==> config.mk <==
export PLATFORM = sky130hd
export DESIGN_NAME = smart_energy_meter_mc
export DESIGN_NICKNAME = d
export VERILOG_FILES = /design/src/rtl/smart_energy_meter_mc.sv
export SDC_FILE = /design/constraint.sdc
export NUM_CORES = 1
export LEC_CHECK = 0
export ABC_AREA = 1
export CAP_MARGIN = 0
export CORE_ASPECT_RATIO = 0.9
export CORE_MARGIN = 4
export CORE_UTILIZATION = 55
export CTS_CLUSTER_SIZE = 30
export DETAILED_ROUTE_END_ITERATION = 16
export DONT_BUFFER_PORTS = 1
export GPL_ROUTABILITY_DRIVEN = 0
export GPL_TIMING_DRIVEN = 0
export PLACE_DENSITY = 0.74
export SLEW_MARGIN = 5
export SYNTH_ARGS = -nofsm -noshare
export SYNTH_HDL_FRONTEND = slang
export SYNTH_SLANG_ARGS = --single-unit
export TNS_END_PERCENT = 20
==> constraint.sdc <==
create_clock -name clk -period 7.04 [get_ports clk]
set_input_delay 0.704 -clock clk [delete_from_list [all_inputs] [get_ports clk]]
set_output_delay 0.704 -clock clk [all_outputs]
set_load 0.1 [all_outputs]
==> src/rtl/smart_energy_meter_mc.sv <==
// smart_energy_meter_mc
// Multi-channel energy meter. Each channel counts load_on-high cycles into
// energy units, accumulates a two-slab tariff bill, and tracks a monotonic
// alert level. Alert-level increases raise a per-channel pending flag; a
// round-robin GSM FSM turns pending flags into messages on a valid/ready port
// and enforces a cooldown gap between messages.
//
// Ports:
//   clk, reset_n          clock, asynchronous active-low reset
//   load_on[N_CH]         per-channel load active (one pulse per high cycle)
//   clear[N_CH]           per-channel synchronous clear (billing rollover)
//   energy_units          channel i at [i*ENERGY_W +: ENERGY_W]
//   bill_amount           channel i at [i*BILL_W +: BILL_W]
//   alert_level           channel i at [2i +: 2]; 0 normal, 1 warn, 2 limit
//   gsm_valid/gsm_ready   message handshake
//   gsm_ch/level/units    message payload (channel, level, energy snapshot)
//   dbg_state_o           GSM FSM state (0 idle, 1 send, 2 hold)
//   dbg_rr_ptr_o          round-robin start channel for the next grant
//
// Handshake: gsm_valid is raised with a stable payload and held until a
// cycle where gsm_valid && gsm_ready at the rising edge; that edge transfers
// the message and drops gsm_valid. gsm_ready while gsm_valid is low is ignored.
module smart_energy_meter_mc #(
    parameter int N_CH            = 4,
    parameter int ENERGY_W        = 16,
    parameter int BILL_W          = 24,
    parameter int PULSES_PER_UNIT = 10,
    parameter int SLAB_UNITS      = 25,
    parameter int RATE1           = 5,
    parameter int RATE2           = 8,
    parameter int WARN_UNITS      = 20,
    parameter int LIMIT_UNITS     = 30,
    parameter int COOLDOWN        = 4
) (
    input  logic                       clk,
    input  logic                       reset_n,
    input  logic [N_CH-1:0]            load_on,
    input  logic [N_CH-1:0]            clear,
    output logic [N_CH*ENERGY_W-1:0]   energy_units,
    output logic [N_CH*BILL_W-1:0]     bill_amount,
    output logic [2*N_CH-1:0]          alert_level,
    output logic                       gsm_valid,
    input  logic                       gsm_ready,
    output logic [2:0]                 gsm_ch,
    output logic [1:0]                 gsm_level,
    output logic [ENERGY_W-1:0]        gsm_units,
    output logic [1:0]                 dbg_state_o,
    output logic [2:0]                 dbg_rr_ptr_o
);

    typedef enum logic [1:0] {
        ST_IDLE = 2'd0,
        ST_SEND = 2'd1,
        ST_HOLD = 2'd2
    } state_e;

    localparam int PW = $clog2(PULSES_PER_UNIT);
    localparam logic [PW-1:0]       PULSE_LAST = PW'(PULSES_PER_UNIT - 1);
    localparam logic [ENERGY_W-1:0] E_MAX      = '1;
    localparam logic [BILL_W-1:0]   B_MAX      = '1;
    localparam logic [ENERGY_W-1:0] SLAB_E     = ENERGY_W'(SLAB_UNITS);
    localparam logic [ENERGY_W-1:0] WARN_E     = ENERGY_W'(WARN_UNITS);
    localparam logic [ENERGY_W-1:0] LIMIT_E    = ENERGY_W'(LIMIT_UNITS);
    localparam logic [BILL_W:0]     RATE1_B    = (BILL_W+1)'(RATE1);
    localparam logic [BILL_W:0]     RATE2_B    = (BILL_W+1)'(RATE2);

    // The handshake edge already contributes one low cycle of gsm_valid and
    // the IDLE grant edge another, so HOLD lasts COOLDOWN-1 cycles and
    // gsm_valid is low for exactly COOLDOWN cycles between messages.
    localparam int CW = (COOLDOWN < 2) ? 1 : $clog2(COOLDOWN + 1);
    localparam logic [CW-1:0] HOLD_LAST = CW'((COOLDOWN >= 2) ? (COOLDOWN - 2) : 0);

    state_e              state_q;
    logic [2:0]          rr_ptr_q;
    logic [CW-1:0]       hold_cnt_q;

    logic [N_CH-1:0]     pending_w;
    logic                grant_found;
    logic [2:0]          grant_idx;
    logic                grant_fire;
    logic [1:0]          sel_level;
    logic [ENERGY_W-1:0] sel_units;

    assign grant_fire   = (state_q == ST_IDLE) && grant_found;
    assign dbg_state_o  = state_q;
    assign dbg_rr_ptr_o = rr_ptr_q;

    // ------------------------------------------------------------------
    // Per-channel metering
    // ------------------------------------------------------------------
    for (genvar i = 0; i < N_CH; i++) begin : g_ch
        logic [PW-1:0]       pulse_q,   pulse_d;
        logic [ENERGY_W-1:0] energy_q,  energy_d;
        logic [BILL_W-1:0]   bill_q,    bill_d;
        logic [1:0]          alert_q,   alert_d;
        logic                pending_q, pending_d;
        logic                unit_tick;
        logic [BILL_W:0]     bill_sum;
        logic [1:0]          lvl_now;

        always_comb begin
            pulse_d   = pulse_q;
            energy_d  = energy_q;
            bill_d    = bill_q;
            alert_d   = alert_q;
            pending_d = pending_q;
            unit_tick = 1'b0;
            bill_sum  = '0;
            lvl_now   = 2'd0;

            if (load_on[i]) begin
                if (pulse_q == PULSE_LAST) begin
                    pulse_d   = '0;
                    unit_tick = 1'b1;
                end else begin
                    pulse_d = pulse_q + 1'b1;
                end
            end

            // New unit value energy_q+1 is within the first slab iff
            // energy_q < SLAB_UNITS.
            if (unit_tick && (energy_q != E_MAX)) begin
                energy_d = energy_q + 1'b1;
                bill_sum = {1'b0, bill_q} + ((energy_q < SLAB_E) ? RATE1_B : RATE2_B);
                bill_d   = bill_sum[BILL_W] ? B_MAX : bill_sum[BILL_W-1:0];
            end

            // Level follows the registered energy, so it lags energy by one edge.
            if (energy_q >= LIMIT_E) begin
                lvl_now = 2'd2;
            end else if (energy_q >= WARN_E) begin
                lvl_now = 2'd1;
            end

            if (grant_fire && (grant_idx == 3'(i))) begin
                pending_d = 1'b0;
            end
            // An event re-arms pending even on the edge it is being granted.
            if (lvl_now > alert_q) begin
                alert_d   = lvl_now;
                pending_d = 1'b1;
            end

            if (clear[i]) begin
                pulse_d   = '0;
                energy_d  = '0;
                bill_d    = '0;
                alert_d   = 2'd0;
                pending_d = 1'b0;
            end
        end

        always_ff @(posedge clk or negedge reset_n) begin
            if (!reset_n) begin
                pulse_q   <= '0;
                energy_q  <= '0;
                bill_q    <= '0;
                alert_q   <= 2'd0;
                pending_q <= 1'b0;
            end else begin
                pulse_q   <= pulse_d;
                energy_q  <= energy_d;
                bill_q    <= bill_d;
                alert_q   <= alert_d;
                pending_q <= pending_d;
            end
        end

        assign energy_units[i*ENERGY_W +: ENERGY_W] = energy_q;
        assign bill_amount[i*BILL_W +: BILL_W]      = bill_q;
        assign alert_level[2*i +: 2]                = alert_q;
        assign pending_w[i]                         = pending_q;
    end

    // ------------------------------------------------------------------
    // Round-robin arbitration: lowest pending index >= rr_ptr, else the
    // lowest pending index overall (wrap-around).
    // ------------------------------------------------------------------
    always_comb begin
        grant_found = 1'b0;
        grant_idx   = 3'd0;
        for (int k = 0; k < N_CH; k++) begin
            if (!grant_found && pending_w[k] && (3'(k) >= rr_ptr_q)) begin
                grant_found = 1'b1;
                grant_idx   = 3'(k);
            end
        end
        for (int k = 0; k < N_CH; k++) begin
            if (!grant_found && pending_w[k]) begin
                grant_found = 1'b1;
                grant_idx   = 3'(k);
            end
        end
    end

    always_comb begin
        sel_level = 2'd0;
        sel_units = '0;
        for (int k = 0; k < N_CH; k++) begin
            if (grant_idx == 3'(k)) begin
                sel_level = alert_level[2*k +: 2];
                sel_units = energy_units[k*ENERGY_W +: ENERGY_W];
            end
        end
    end

    // ------------------------------------------------------------------
    // GSM message FSM
    // ------------------------------------------------------------------
    always_ff @(posedge clk or negedge reset_n) begin
        if (!reset_n) begin
            state_q    <= ST_IDLE;
            rr_ptr_q   <= 3'd0;
            hold_cnt_q <= '0;
            gsm_valid  <= 1'b0;
            gsm_ch     <= 3'd0;
            gsm_level  <= 2'd0;
            gsm_units  <= '0;
        end else begin
            case (state_q)
                ST_IDLE: begin
                    if (grant_found) begin
                        gsm_ch    <= grant_idx;
                        gsm_level <= sel_level;
                        gsm_units <= sel_units;
                        gsm_valid <= 1'b1;
                        state_q   <= ST_SEND;
                    end
                end
                ST_SEND: begin
                    // Payload is latched; a clear of this channel does not abort it.
                    if (gsm_ready) begin
                        gsm_valid  <= 1'b0;
                        rr_ptr_q   <= (gsm_ch == 3'(N_CH - 1)) ? 3'd0 : gsm_ch + 3'd1;
                        hold_cnt_q <= '0;
                        state_q    <= (COOLDOWN < 2) ? ST_IDLE : ST_HOLD;
                    end
                end
                ST_HOLD: begin
                    if (hold_cnt_q == HOLD_LAST) begin
                        state_q <= ST_IDLE;
                    end else begin
                        hold_cnt_q <= hold_cnt_q + 1'b1;
                    end
                end
                default: begin
                    state_q <= ST_IDLE;
                end
            endcase
        end
    end

endmodule

==> results.json <==
{
  "root_buffer": "clkbuf_16",
  "peakVddDrop_uv": 185.2,
  "cp_slowest_stage_delay_ns": 1.13,
  "power_frac_comb_pct": 5.7,
  "drcViolationCount": 0,
  "fmax_ghz": 0.2610,
  "clk_pin_slew_ns": 0.06,
  "drive_gt1_share_pct": 7.637,
  "cts.sinks": 216,
  "ys_seq_area_share_pct": 37.76,
  "period_minus_slack_ns": 3.832,
  "cap_violations": 0,
  "p_leak_nw": 7.563,
  "status": "completed",
  "rsz0062_at_grt": "false",
  "vias": 13860,
  "maxSlewViolCount": 0,
  "hold_violations": 0,
  "top_layer": "met4",
  "regArea_mm2": 0.005405,
  "swShare_pct": 33.46,
  "r2r_slack_ns": 3.21,
  "arrival_ns": 4.29,
  "die-width_um": 178.1,
  "synth_seq_cells": 216,
  "worstHoldPathType": "primary input to async pin",
  "cts_buffers": 26,
  "grt_pass1_vias": 13100,
  "synth_top_cells_by_area": "dfrtp_1 (38%), nand2_1 (16%), nand3_1 (6.5%), inv_1 (5.8%), o21ai_0 (4.6%)",
  "synth_cells": 2020,
  "synth_cell_types": 49,
  "synth_warnings": 0,
  "worstReg2RegStart": "g_ch[1].energy_q[1]",
  "syn_area_per_cell_um2": 7.086,
  "syn_to_final_growth_pct": 9.729,
  "grt_start_max_net_pins": 217,
  "r2r_end": "g_ch[1].bill_q[23]",
  "clockPowerShare_pct": 42.4,
  "initial_core_util_pct": 56.37,
  "fp.coreArea_mm2": 0.02539,
  "track_usage_pct": 28.56,
  "grt-ovfl-total": 0,
  "end_kind": "flip-flop",
  "cts_setup_buffers": 0,
  "cp.required_ns": 7.50,
  "critPathLaunchType": "flip-flop",
  "finalClockSkew_ns": 0.01234,
  "post_cts_resized": 0,
  "netlist_area_mm2": 0.01431,
  "cp_slowest_cell": "dfrtp_1",
  "multi_input_area_mm2": 0.007634,
  "power.switching_w": 0.001151,
  "powerDensity_mw_per_mm2": 219.0,
  "layout.nets": 2108,
  "path_common_cell": "nand2_1",
  "placed_area_mm2": 0.01475,
  "async_reset_ff_share_pct": 100.0,
  "viasPerCell": 5.750,
  "dp_hpwl_um": 30990,
  "reg2reg_depth": 16,
  "die_area_mm2": 0.02867,
  "internal_power_w": 0.002289,
  "dr.pass1.iters": 7,
  "max-clock-path-buffers": 3,
  "wl_met2_um": 17990,
  "diodes": 0,
  "seq_power_share_pct": 51.9,
  "wl_met3_um": 4516,
  "ant_nets": 0,
  "wl_met1_um": 17860,
  "worstSetupStartpoint": "g_ch[1].energy_q[1]",
  "wirelength_um": 41740,
  "path_cells": "inv_1 > ha_1 > a21oi_1 > nand2_1 > nand3_1 > inv_1 > ha_1 > nand3_1 > nand2_1 > a21oi_1 > nor2_1 > nand2_1 > or2_2 > nand3_1 > nand2_1 > nand2_1",
  "htreeDepth": 1,
  "ioPinCount": 206,
  "postLayoutCellArea_mm2": 0.01571,
  "yosysTopAreaCellShare_pct": 37.76,
  "cts_tree": "built",
  "crit_type": "flip-flop to flip-flop",
  "setup-tns-final_ns": 0,
  "clock_latency_ns": 0.54,
  "fin_crit_sh_pct": 54.43,
  "synth_flop_cell": "dfrtp_1",
  "die_h_um": 161.0,
  "portBuffers": 0,
  "avgRoutedWirePerCell_um": 17.31,
  "antenna_found_initial": 0,
  "path_max_fanout": 7,
  "synth_area_leader_cell": "dfrtp_1",
  "synth_edf_count": 0,
  "tightest_slew_ns": 1.217,
  "grt_pass1_wl_um": 67820,
  "rows": 55,
  "drtIter0Drc": 1294,
  "slew_headroom_pct": 18.86,
  "fillCellCount": 2245,
  "finalSetupViolations": 0
}
-- through the flow --
step | setup WS, ns | hold WS (ns) | utilization, % | std cells | power (W)
after global placement | 3.259 | 0.4141 | 58.07 | 2363 | 0.001962
final | 3.208 | 0.2524 | 61.85 | 2411 | 0.003439
after global routing | 2.888 | 0.2495 | 61.85 | 2411 | 0.003557
after floorplan | 3.792 | 0.4084 | - | 2021 | 0.001896
after CTS | 3.210 | 0.2459 | 61.85 | 2411 | 0.003466
after detailed placement | 3.223 | 0.4155 | 58.07 | 2363 | 0.001976
-- how the worst max path moves through the flow --
stage / endpoint / slack [ns]
after global routing: g_ch[1].bill_q[23] / 2.89
after detailed placement: g_ch[1].bill_q[23] / 3.22
after CTS: g_ch[1].bill_q[23] / 3.21
after floorplan: g_ch[1].bill_q[23] / 3.79
final: g_ch[1].bill_q[23] / 3.21
after global placement: g_ch[1].bill_q[23] / 3.26
-- power by group through the flow --
stage | clock network (W) | registers, W | logic, W
6_report | 0.00146 | 0.00178 | 0.000197
3_3_place_gp | 0 | 0.00180 | 0.000161
3_5_place_dp | 0 | 0.00180 | 0.000171
4_1_cts | 0.00148 | 0.00178 | 0.000201
2_1_floorplan | 0 | 0.00176 | 0.000135
5_1_grt | 0.00153 | 0.00179 | 0.000231
-- flip-flops by register name (all words and copies together) (netlist names) --
name / flops
hold_cnt_q: 3
g_ch.energy_q: 64
g_ch.bill_q: 96
dbg_rr_ptr_o: 2
g_ch.pending_q: 4
dbg_state_o: 2
g_ch.alert_q: 8
gsm_ch: 2
gsm_level: 2
g_ch.pulse_q: 16
gsm_valid: 1
gsm_units: 16
-- cells by family (layout without fill, tap and decap cells) --
group | after synthesis | in the layout | synth area share (%)
AO/OA/AOI/OAI | 268 | 268 | 10.95
XOR/XNOR | 53 | 53 | 3.243
adder cells (fa/ha/maj) | 47 | 47 | 4.108
buffers and inverters | 292 | 340 | 8.934
flip-flops | 216 | 216 | 37.76
multiplexers | 1 | 1 | 0.06993
other | 1 | 2 | 0.02620
AND/OR/NAND/NOR | 1142 | 1142 | 34.90
-- what timing repair did --
item / 4_1_cts / 5_1_grt
hold buffers: 1 / 0
endpoints found under the setup margin: 0 / 0
endpoints found under the hold margin: 216 / 0
-- routing by layer --
| layer | up-vias | track usage [%] |
|---|---|---|
| met4 | 0 | 8.858 |
| met3 | 92 | 7.770 |
| met1 | 6462 | 39.91 |
| met5 | - | 0 |
| met2 | 609 | 43.46 |
| li1 | 6701 | - |
-- cell usage in the layout (no fill, tap or decap), types with 4 or more instances in the layout --
cell type	count
a31oi_1	5
a21oi_1	45
nor3_1	70
ha_1	47
nand2_1	603
nor3b_1	5
nor2_2	5
a22o_1	4
o21bai_1	11
bufinv_16	4
nor2_4	5
xnor2_1	8
buf_6	14
buf_4	7
o21ai_2	22
clkbuf_16	27
nor4_1	8
inv_2	11
o21ai_0	132
nor3_2	8
o211ai_1	5
o31ai_1	15
clkbuf_8	7
dfrtp_1	216
nor2_1	162
nand4_1	60
or2_2	7
nand2_2	6
buf_2	21
o21ai_1	16
nand3b_1	10
xor2_1	45
inv_1	221
o22ai_1	6
nand3_1	186
clkbuf_1	18
-- worst max-delay path, delay by kind of cell, from the launching register on --
family | cells | cell delay [ns]
compound gates | 2 | 0.27
fa+ha+maj | 2 | 0.62
buf+inv | 2 | 0.30
flops | 1 | 1.13
simple gates | 10 | 1.44
-- area by class of cell --
cell class	instances	share of cell area, %
well taps	342	2.724
flip-flops and latches	216	34.41
plain buffers	57	2.477
inverters	235	5.664
clock buffers	39	5.035
repair buffers	1	0.1753
multi-input cells	1513	48.60
clock inverters	8	0.9082
-- synthesized netlist by cell type (all sizes together) (6+ instances only) --
master	count
nand2	610
inv	233
dfrtp	216
nand3	188
nor2	172
o21ai	170
nor3	78
nand4	60
ha	47
a21oi	46
xor2	45
buf	43
o31ai	15
clkbuf	14
o21bai	11
nand3b	10
nor4	8
or2	8
xnor2	8
o22ai	6
Power figures use the tool's default switching activity.
==> RTL edit 1, RTL diff (same settings) <==
`SLAB_UNITS`: 25 -> 12.
--- a/src/rtl/smart_energy_meter_mc.sv
+++ b/src/rtl/smart_energy_meter_mc.sv
@@ -25,7 +25,7 @@
     parameter int ENERGY_W        = 16,
     parameter int BILL_W          = 24,
     parameter int PULSES_PER_UNIT = 10,
-    parameter int SLAB_UNITS      = 25,
+    parameter int SLAB_UNITS      = 12,
     parameter int RATE1           = 5,
     parameter int RATE2           = 8,
     parameter int WARN_UNITS      = 20,
Behaviour: same outputs for any inputs over 4 cycles, from zero or initial values and one cycle with reset_n low; that may be too few to reach the edited logic, so the function may still have changed.
==> RTL edit 1 against the original RTL <==
Setup slack got worse by 230 ps; hold slack worse by 1.7 ps; sequential cell count unchanged; synthesized cell count is 2.0% lower; area after synthesis down 2.1%; power fell by 3.6%; first-iteration DRC count fell by 12%; wire length fell by 2.2%; cell area is 2.8% lower; critical path depth fell by 1; largest cell class unchanged; highest routed layer unchanged.
==> RTL edit 1: results (changes against the original RTL) <==
outcome=finished clean; wire length per cell after detailed routing=17.27 um (-0.28%); fraction of the mapped netlist area in compound gates=0.1039 (-0.005646); Area contributors post-synth=sky130_fd_sc_hd__dfrtp_1 39%, sky130_fd_sc_hd__nand2_1 15%, sky130_fd_sc_hd__nand3_1 6.9%; worst supply voltage drop on vdd=0.1343 mV (-27%); Power per Cell Area=217.0 nW/um^2 (-0.89%); ranking of synthesized cells by instance count=542 x sky130_fd_sc_hd__nand2_1, 228 x sky130_fd_sc_hd__inv_1, 216 x sky130_fd_sc_hd__dfrtp_1, 194 x sky130_fd_sc_hd__nand3_1, 162 x sky130_fd_sc_hd__nor2_1; leakage power of the design=7.271 nW (-3.9%); number of fill cells in the layout=2300 (+2.4%); count of different cell masters after synthesis=45 (-8.2%); sequential cell area fraction in the yosys report=0.3855 (+0.007920); Slew Limit Headroom=0.2214 (+0.03276); DR iter-0 viols=1143 (-12%); post-synthesis xor/xnor area fraction=0.04311 (+0.01068); worst hold path type=in2reg; Via-to-Cell Ratio=5.747 (about the same); slowest cell delay on critical path=1060 ps (-70 ps); wire length of the first global-routing pass=66300 um (-2.2%); DRT Pass-1 Iters=6 (-1); post-synthesis adder-cell area fraction=0.03838 (-0.002708); layout cells sized above 1=0.06228 (-0.01408); Detail Placement HPWL=30040 um (-3.1%); multiplexer fraction of the synthesized cell area=0.0007140 (+0.00001467); DRT Wirelength=40830 um (-2.2%); CTS resizes=0 (unchanged); number of instances in the synthesized netlist=1979 (-2.0%); final net count=2062 (-2.2%); post-detailed-placement cell area=14450 um^2 (-2.0%); Crit Path Max Fanout=5 (-2); number of buffers added by the clock tree synthesis step=25 (-3.8%); final worst clock skew=20.62 ps (+8.283 ps)
## RTL edit 1: area by class of cell
class / count / area share
Sequential cell: 216 / 0.3539
Buffer: 64 / 0.02310
Multi-Input combinational cell: 1463 / 0.4829
Timing Repair Buffer: 1 / 0.001802
Clock buffer: 33 / 0.04555
Clock inverter: 9 / 0.006472
Tap cell: 342 / 0.02802
Inverter: 237 / 0.05825
## RTL edit 1: report_power, final
group | internal [mW] | total [mW] | switching [mW]
sequential | 1.31 | 1.82 | 0.516
clock | 0.762 | 1.29 | 0.527
combinational | 0.0669 | 0.201 | 0.135
total | 2.14 | 3.31 | 1.18
## RTL edit 1: path summary, 6_finish.rpt
path / from / slack (ps) / end / cells after the start
worst max-delay path: g_ch[1].energy_q[9]$_DFFE_PN0P_ / 2980 / g_ch[1].bill_q[23]$_DFFE_PN0P_ / 15
worst min-delay path: gsm_ready / 250 / dbg_state_o[0]$_DFFE_PN0P_ / 1
worst max register to register: g_ch[1].energy_q[9]$_DFFE_PN0P_ / 2980 / g_ch[1].bill_q[23]$_DFFE_PN0P_ / 15
worst min register to register: hold_cnt_q[2]$_DFFE_PN0P_ / 550 / hold_cnt_q[2]$_DFFE_PN0P_ / 2
max in group asynchronous: reset_n / 5950 / g_ch[0].bill_q[18]$_DFFE_PN0P_ / 1
min in group asynchronous: reset_n / 270 / g_ch[2].bill_q[16]$_DFFE_PN0P_ / 1
## RTL edit 1: stage by stage
step	total power, mW	setup WS (ps)	hold WS [ps]
6_report	3.315	2981	250.7
5_1_grt	3.429	2613	241.1
4_1_cts	3.340	3014	237.0
3_5_place_dp	2.020	3012	414.0
3_3_place_gp	2.007	3179	413.7
2_1_floorplan	1.934	3872	408.4
## RTL edit 1: critical path: cells and delay by family, from the launching register on
| kind | cells | cell delay, ps |
|---|---|---|
| AO/OA/AOI/OAI | 2 | 550 |
| adder cells (fa/ha/maj) | 1 | 330 |
| buffers and inverters | 2 | 390 |
| flip-flops | 1 | 1060 |
| AND/OR/NAND/NOR | 10 | 1600 |
## RTL edit 1: kinds of logic after synthesis
kind of cell / count (synthesis)
muxes: 1
buffers and inverters: 301
AOI/OAI and AO/OA: 266
and+or+nand+nor: 1082
adders and majority gates: 43
DFF: 216
other: 1
xor gates and xnor gates: 69
## RTL edit 1: metal layers
metal	GRT usage	up-vias	share of wire	wire length, um
li1	-	6561	-	-
met1	0.3870	6379	0.42	17220
met2	0.4375	561	0.44	18130
met3	0.08357	91	0.10	4224
met4	0.08469	0	0.031	1263
met5	0	-	0	0
==> RTL edit 2, RTL diff (same settings) <==
Made on the original files. Register the output `alert_level` once more, without a reset; this adds one clock of latency there. The other outputs are not delayed to match.
--- a/src/rtl/smart_energy_meter_mc.sv
+++ b/src/rtl/smart_energy_meter_mc.sv
@@ -70,6 +70,8 @@
     localparam int CW = (COOLDOWN < 2) ? 1 : $clog2(COOLDOWN + 1);
     localparam logic [CW-1:0] HOLD_LAST = CW'((COOLDOWN >= 2) ? (COOLDOWN - 2) : 0);
 
+    logic [2*N_CH-1:0] alert_level_d;
+
     state_e              state_q;
     logic [2:0]          rr_ptr_q;
     logic [CW-1:0]       hold_cnt_q;
@@ -168,7 +170,7 @@
 
         assign energy_units[i*ENERGY_W +: ENERGY_W] = energy_q;
         assign bill_amount[i*BILL_W +: BILL_W]      = bill_q;
-        assign alert_level[2*i +: 2]                = alert_q;
+        assign alert_level_d[2*i +: 2]                = alert_q;
         assign pending_w[i]                         = pending_q;
     end
 
@@ -198,7 +200,7 @@
         sel_units = '0;
         for (int k = 0; k < N_CH; k++) begin
             if (grant_idx == 3'(k)) begin
-                sel_level = alert_level[2*k +: 2];
+                sel_level = alert_level_d[2*k +: 2];
                 sel_units = energy_units[k*ENERGY_W +: ENERGY_W];
             end
         end
@@ -250,5 +252,9 @@
         end
     end
 
+    always_ff @(posedge clk) begin
+        alert_level <= alert_level_d;
+    end
+
 endmodule
 
Behaviour: same outputs for any inputs over 4 cycles, from zero or initial values and one cycle with reset_n low; that may be too few to reach the edited logic, so the function may still have changed.
==> RTL edit 2 against the original RTL <==
Sequential cell count up 8; count of clock-buffer cells in the layout shrank 3; global-route usage is 1.1 points lower; power rose by 3.9%; area after synthesis decreased by 2.1%; die area shrank 2.0%; wire length decreased by 5.7%; cell area down 1.8%; setup slack got worse by 480 ps; fmax down 11%.
==> RTL edit 2: results (changes against the original RTL) <==
layout multi-input combinational cell count=1450 (-4.2%); hold-fix buffer count after cts=1 (unchanged); met3 capacity usage during global routing=0.07479 (-0.002911); number of fill cells in the layout=2290 (+2.0%); met1 wire length=16920 um (-5.2%); number of setup buffers added after CTS=0 (unchanged); Storage cell area=5565 um^2 (+3.0%); DRT Wirelength=39370 um (-5.7%); number of buffers added by the clock tree synthesis step=26 (unchanged); average instance area after synthesis=7.058 um^2 (-0.40%); number of global-route vias before repair=12556 (-4.1%); Clk Latency, worst-skew pair=540 ps (about the same); Non-CTS inverters=252 (+7.2%); Via-to-Cell Ratio=5.637 (-2.0%); DP Cell Count=2329 (-1.4%); layout cells sized above 1=0.04322 (-0.03314); Worst-Margin Slew=1161 ps (-56.20 ps); Seq cells=224 (+3.7%); worst setup slack after placement=2795 ps (-428.0 ps); number of clock buffers in the layout=36 (-7.7%); met3 WL=3600 um (-20%); final worst clock skew=12.46 ps (+0.1193 ps); DR iter-0 viols=1123 (-13%); met1 GRT Util=0.3695 (-0.02962); Antenna Cells=0 (unchanged); outcome=finished clean; DR WL met2=17540 um (-2.5%); Total Routing Usage GR=0.2742 (-0.01143); fraction of met2 tracks used by global routing=0.4351 (+0.0004690); ranking of synthesized cells by instance count=570 x sky130_fd_sc_hd__nand2_1, 250 x sky130_fd_sc_hd__inv_1, 216 x sky130_fd_sc_hd__dfrtp_1, 176 x sky130_fd_sc_hd__nand3_1, 162 x sky130_fd_sc_hd__o21ai_0; wire length per cell after detailed routing=16.55 um (-4.4%); Crit Path Max Fanout=10 (+3); top routing layer used=met4; multi-input gate share of the layout cell area=0.4682 (-0.01782); worst supply voltage drop on vdd=0.1900 mV (+2.6%); post-synthesis adder-cell area fraction=0.04195 (+0.0008691); sequential cell area fraction in the yosys report=0.3970 (+0.01941); multiplexer fraction of the synthesized cell area=0.001428 (+0.0007289); Area contributors post-synth=sky130_fd_sc_hd__dfrtp_1 39%, sky130_fd_sc_hd__nand2_1 15%, sky130_fd_sc_hd__inv_1 6.7%; prevailing post-synth register cell=sky130_fd_sc_hd__dfrtp_1; count of different cell masters after synthesis=46 (-6.1%); Non-clk bufs=62 (+6.9%); clock slew at the register clock pins of the worst setup and hold paths=70 ps; deepest level of the CTS H-tree=1 (unchanged); largest registers ranked by flip-flop count=g_ch.bill_q x96, g_ch.energy_q x64; leakage power of the design=7.680 nW (+1.5%); end-of-flow core utilization=0.6140 (-0.004529); area share of buffers outside the clock network=0.02044 (-0.006083); worst hold path type=in2async; fraction of the mapped netlist area in compound gates=0.1069 (-0.002592); fraction of registers with async set/reset=0.9643 (-0.03571); wire length of the first global-routing pass=64470 um (-4.9%); final net count=2074 (-1.6%); ClkCell Share=0.06133 (+0.001906); Detail Placement HPWL=28940 um (-6.6%); DRT Pass-1 Iters=6 (-1); CTS resizes=0 (unchanged); post-synthesis xor/xnor area fraction=0.03437 (+0.001936); Power per Cell Area=231.6 nW/um^2 (+5.8%); maximum clock path buffer count=3 (unchanged)
RTL edit 2: final timing paths:
path,from,depth (start not counted),endpoint,slack [ps]
min reg2reg,g_ch[1].alert_q[1]$_DFFE_PN0P_,0,alert_level[3]$_DFF_P_,370
max reg2reg,g_ch[3].energy_q[0]$_DFFE_PN0P_,17,g_ch[3].bill_q[21]$_DFFE_PN0P_,2720
min,reset_n,1,g_ch[1].bill_q[5]$_DFFE_PN0P_,190
max in group asynchronous,reset_n,1,g_ch[0].bill_q[21]$_DFFE_PN0P_,5930
max,g_ch[3].energy_q[0]$_DFFE_PN0P_,17,g_ch[3].bill_q[21]$_DFFE_PN0P_,2720
min in group clk,gsm_ready,1,dbg_state_o[0]$_DFFE_PN0P_,290
RTL edit 2: worst max-delay path: stages, from the launching register on:
cell                       delay, ps
sky130_fd_sc_hd__dfrtp_1        1020
sky130_fd_sc_hd__inv_1           380
sky130_fd_sc_hd__ha_1            310
sky130_fd_sc_hd__a21oi_1         170
sky130_fd_sc_hd__nand2_1          70
sky130_fd_sc_hd__nand3_1         170
sky130_fd_sc_hd__inv_1            90
sky130_fd_sc_hd__ha_1            210
sky130_fd_sc_hd__ha_1            250
sky130_fd_sc_hd__nand3_1         100
sky130_fd_sc_hd__nand3_1         180
sky130_fd_sc_hd__nand2_1         210
sky130_fd_sc_hd__inv_1            60
sky130_fd_sc_hd__nand3_1         200
sky130_fd_sc_hd__clkbuf_1        440
sky130_fd_sc_hd__nand3_1         130
sky130_fd_sc_hd__nand2_1          80
sky130_fd_sc_hd__o21ai_0          90
RTL edit 2: report_power, final:
group          total (mW)  leakage, nW  switching (mW)  internal [mW]
logic               0.199         4.16           0.133         0.0658
registers            1.89         3.05           0.539           1.35
clock network        1.48        0.470           0.561          0.918
total                3.57         7.68            1.23           2.34
